==> src/rtl/countdown_timer.sv <==
// Loadable down-counter with run/pause control, terminal-count pulse
// and optional auto-reload for periodic events.
module countdown_timer #(
  parameter int WIDTH = 12
) (
  input  logic             clock,
  input  logic             reset,
  input  logic             load,
  input  logic [WIDTH-1:0] load_value,
  input  logic             start,
  input  logic             pause,
  input  logic             tick,
  input  logic             auto_reload,
  output logic [WIDTH-1:0] count,
  output logic             running,
  output logic             expired
);

  typedef enum logic [1:0] {
    IDLE,
    RUN,
    PAUSED,
    DONE
  } state_t;

  state_t           state;
  state_t           state_n;
  logic [WIDTH-1:0] reload_reg;
  logic [WIDTH-1:0] reload_n;
  logic [WIDTH-1:0] count_n;
  logic             expired_n;

  always_ff @(posedge clock) begin
    if (reset) begin
      state      <= IDLE;
      count      <= '0;
      reload_reg <= '0;
      expired    <= 1'b0;
    end else begin
      state      <= state_n;
      count      <= count_n;
      reload_reg <= reload_n;
      expired    <= expired_n;
    end
  end

  always_comb begin
    state_n   = state;
    count_n   = count;
    reload_n  = reload_reg;
    expired_n = 1'b0;
    if (load) begin
      count_n  = load_value;
      reload_n = load_value;
      state_n  = IDLE;
    end else begin
      unique case (state)
        IDLE: begin
          if (start && count != '0)
            state_n = RUN;
        end
        RUN: begin
          if (pause) begin
            state_n = PAUSED;
          end else if (tick) begin
            // count <= 1 is terminal, so the decrement never wraps
            if (count > WIDTH'(1)) begin
              count_n = count - WIDTH'(1);
            end else begin
              expired_n = 1'b1;
              if (auto_reload && reload_reg != '0) begin
                count_n = reload_reg;
              end else begin
                count_n = '0;
                state_n = DONE;
              end
            end
          end
        end
        PAUSED: begin
          if (!pause)
            state_n = RUN;
        end
        DONE: begin
          if (start && reload_reg != '0) begin
            count_n = reload_reg;
            state_n = RUN;
          end
        end
        default: state_n = IDLE;
      endcase
    end
  end

  assign running = (state == RUN);

endmodule

==> config.mk <==
export PLATFORM = sky130hd
export DESIGN_NAME = countdown_timer
export DESIGN_NICKNAME = d
export VERILOG_FILES = /design/src/rtl/countdown_timer.sv
export SDC_FILE = /design/constraint.sdc
export NUM_CORES = 1
export LEC_CHECK = 0
export ABC_AREA = 0
export CAP_MARGIN = 5
export CORE_UTILIZATION = 44
export CTS_CLUSTER_DIAMETER = 120
export DETAILED_ROUTE_END_ITERATION = 10
export GPL_TIMING_DRIVEN = 0
export HOLD_SLACK_MARGIN = 0.06
export PLACE_DENSITY = 0.81
export REMOVE_ABC_BUFFERS = 1
export SETUP_SLACK_MARGIN = 0.1
export SLEW_MARGIN = 20
export SYNTH_ARGS = -nofsm -noshare
export SYNTH_HDL_FRONTEND = slang
export SYNTH_SLANG_ARGS = --single-unit
==> constraint.sdc <==
create_clock -name clock -period 2 [get_ports clock]
set_clock_uncertainty 0.1 [all_clocks]
set_input_delay 0.4 -clock clock [delete_from_list [all_inputs] [get_ports clock]]
set_output_delay 0.4 -clock clock [all_outputs]
set_load 0.1 [all_outputs]
==> results of run 1 <==
==> where the power goes <==
| group | internal [mW] | switching, mW | total [mW] | leakage, nW |
|---|---|---|---|---|
| Clock | 0.0787 | 0.176 | 0.255 | 0.0150 |
| Sequential | 0.577 | 0.0477 | 0.625 | 0.225 |
| Combinational | 0.225 | 0.376 | 0.601 | 0.604 |
| Total | 0.881 | 0.600 | 1.48 | 0.844 |
==> worst max-delay path, stage by stage (launching register included) <==
cell and delay (ps):
dfxtp_4 380, or4_4 570, buf_4 180, or4_4 430, xnor2_2 150, a221oi_2 230
a211oi_1 90
==> cells by family after synthesis <==
| family | synth area share [%] |
|---|---|
| compound gates | 21.7 |
| buf+inv | 6.01 |
| mux | 7.25 |
| simple gates | 21.7 |
| xor+xnor | 5.19 |
| flops | 35.6 |
| fa+ha+maj | 2.47 |
==> worst paths after layout <==
kind / slack [ps] / cells after the start / end
max: -290 / 6 / count[8]
min: 390 / 2 / count[7]
max reg2reg: -290 / 6 / count[8]
min reg2reg: 390 / 2 / count[7]
==> metal layers <==
metal  part of all wire [%]  vias to the layer above
met5                      0                        -
met4                    2.4                        0
met3                    9.2                       16
met2                     51                       85
met1                     37                      737
li1                       -                      708
==> what timing repair did <==
| action | CTS | global route |
|---|---|---|
| setup buffers | 11 | 4 |
| cloned | 2 | 0 |
| endpoints found under the setup margin | 28 | 24 |
| hold buffers | 0 | 0 |
| pin swaps | 11 | 7 |
| gates resized for setup | 68 | 20 |
==> placed cells by master, fill, tap and decap left out, types with 3 or more instances in the layout <==
cell type	synthesis	final
or4_4	1	3
a221oi_2	4	9
clkdlybuf4s50_1	0	17
dfxtp_1	27	21
a21oi_1	5	5
nor2_1	23	23
nor3_1	5	4
nor4_1	4	3
a211oi_1	5	5
inv_1	5	5
dfxtp_2	0	4
mux2i_1	11	11
buf_2	2	5
clkdlybuf4s18_2	0	4
a211oi_2	3	3
nand2_1	18	18
ha_1	3	3
clkdlybuf4s15_2	0	4
clkbuf_4	0	4
buf_6	2	3
xor2_1	6	6
a221oi_1	8	3
buf_4	0	14
==> cell type report <==
| type | instances | area (sq um) |
|---|---|---|
| multi-input combinational | 126 | 1000 |
| sequential | 27 | 553 |
| timing repair buffer | 49 | 447 |
| tap | 44 | 55.1 |
| inverter | 5 | 18.8 |
| fill | 254 | 1050 |
| clock buffer | 4 | 26.3 |
==> stage by stage <==
step / instance area, sq um / setup TNS [ps] / utilization, % / std cells / setup WS [ps]
final: 2100 / -2890 / 66.6 / 255 / -288
after global routing: 2100 / -4130 / 66.6 / 255 / -361
after CTS: 2060 / -2030 / 65.2 / 251 / -209
after detailed placement: 1830 / -9110 / 58.0 / 234 / -708
after global placement: 1820 / -25150 / 57.8 / 233 / -1710
after floorplan: 1450 / -14860 / - / 157 / -1200
==> results by group, run 1 <==
STA
  • RSZ-0062 raised after global routing: yes
  • Final hold viol count: 0
  • Hold Slack: approximately 390 ps
  • Fin crit period: 2290 ps
  • Final setup margin: -288 ps
  • Fmax achieved: roughly 440 MHz
  • Final Max Tran Viols: 0
  • Setup-failing EPs final: 14
  • Relative slew slack: 33.0%
  • Slew @ Worst Pin: 1000 ps
  • Period Utilization, post-route: 114%

Routing
  • DR pass1 iterations: 5
  • Vias/cell: between 6 and 7
  • DRT Wirelength: around 4.5 mm
  • Via count: 1,546
  • DRC: 0
  • Avg WL per Cell: roughly 18 um
  • Detailed router's first-iteration violation count: between 90 and 100
  • Final ANT Viol Nets: 0

Final layout
  • Layout cells sized above 1: roughly 33%
  • Layout Nets: about 230
  • N_diodes: 0
  • Area Growth Syn to Fin: 38.3%

GRT
  • Initial antenna violation count: 0
  • M3 GR Usage: 6.61%
  • First-pass GRT wire length: ~7.4 mm
  • Met1 GRT Util: approximately 32%
  • Largest net degree at the start of global routing: 29
  • Total GRT Usage: approximately 28%
  • Routing usage on met2: between 40 and 50%
  • Grt peak-use layer: met2
  • Number of global-route vias before repair: between 1,500 and 2,000
  • GR Overflow Total: 0

Clock tree
  • Worst-path clk slew: 150 ps
  • CTS tree: done
  • Worst skew pair latency: about 350 ps
  • H-tree depth: 1
  • Longest Clk Path Bufs: 2
  • Clock Sink Count: 27
  • TritonCTS Buffers: 3
  • Clock root buffer: clkbuf_4

Synthesis
  • Count of cell types in the netlist: just over 40
  • Mapped cell area: around 1500 sq um
  • Post-synth ARST share: 0%
  • Synth top area share: a little over a third
  • Area contributors post-synth: dfxtp_1, mux2i_1, nor2_1, a221oi_1, nand2_1
  • Top-count cell post-synth: dfxtp_1
  • Ys flop type: dfxtp_1
  • Number of enable flip-flop cells after synthesis: 0
  • Synth top cells by count: dfxtp_1, nor2_1, nand2_1
  • Cells after synthesis: between 150 and 200
  • Flops & latches, synth: 27
  • Synth warn: 0
  • Sequential share of the synthesized area: between 30% and 40%
  • Mean post-synth cell area: 8.99 sq um
  • Synth area leader: dfxtp_1

Worst hold path
  • Min-delay worst type: reg2reg
  • Min-delay src: reload_reg[7]

Power and ir drop
  • Total power: between 1 and 1.5 mW
  • Static leakage: 0.844 nW
  • Pwr/cell area: around 700 nW/um^2
  • VDD IR-drop max: ~0.55 mV

Placement
  • Post-detail-place hpwl: approximately 2.6 mm
  • Gpl congestion: 0.781
  • I/O Buffers: 32

Setup path
  • Worst r2r src: count[4]
  • Critical Path AT: around 2400 ps
  • CP Launch Type: flop
  • CP Class: reg2reg
  • Crit end category: flop
  • Critical Path RT: about 2100 ps
  • Worst setup path start: count[4]
  • Maximum fanout along the worst path: 4

Floorplan
  • Rows: 20
  • Die X: 60.8 um
  • Core area: approximately 3200 sq um
  • Boundary Pins: 33
  • Die area: roughly 3700 sq um
  • Die height: slightly above 60 um
  • Starting density of the core: 48.2%

Run status
  • Status: finished with violations
  • Violated checks: negative setup slack

Job
  • Max Cap Viol: 0
Power figures use the tool's default switching activity.
==> inputs of run 2 (changes only) <==
--- a/config.mk
+++ b/config.mk
@@ -6,7 +6,6 @@
 export NUM_CORES = 1
 export LEC_CHECK = 0
 export ABC_AREA = 0
-export CAP_MARGIN = 5
 export CORE_UTILIZATION = 44
 export CTS_CLUSTER_DIAMETER = 120
 export DETAILED_ROUTE_END_ITERATION = 10
==> results of run 2 <==
Final layout, timing and power as in run 1 (identical DEF).
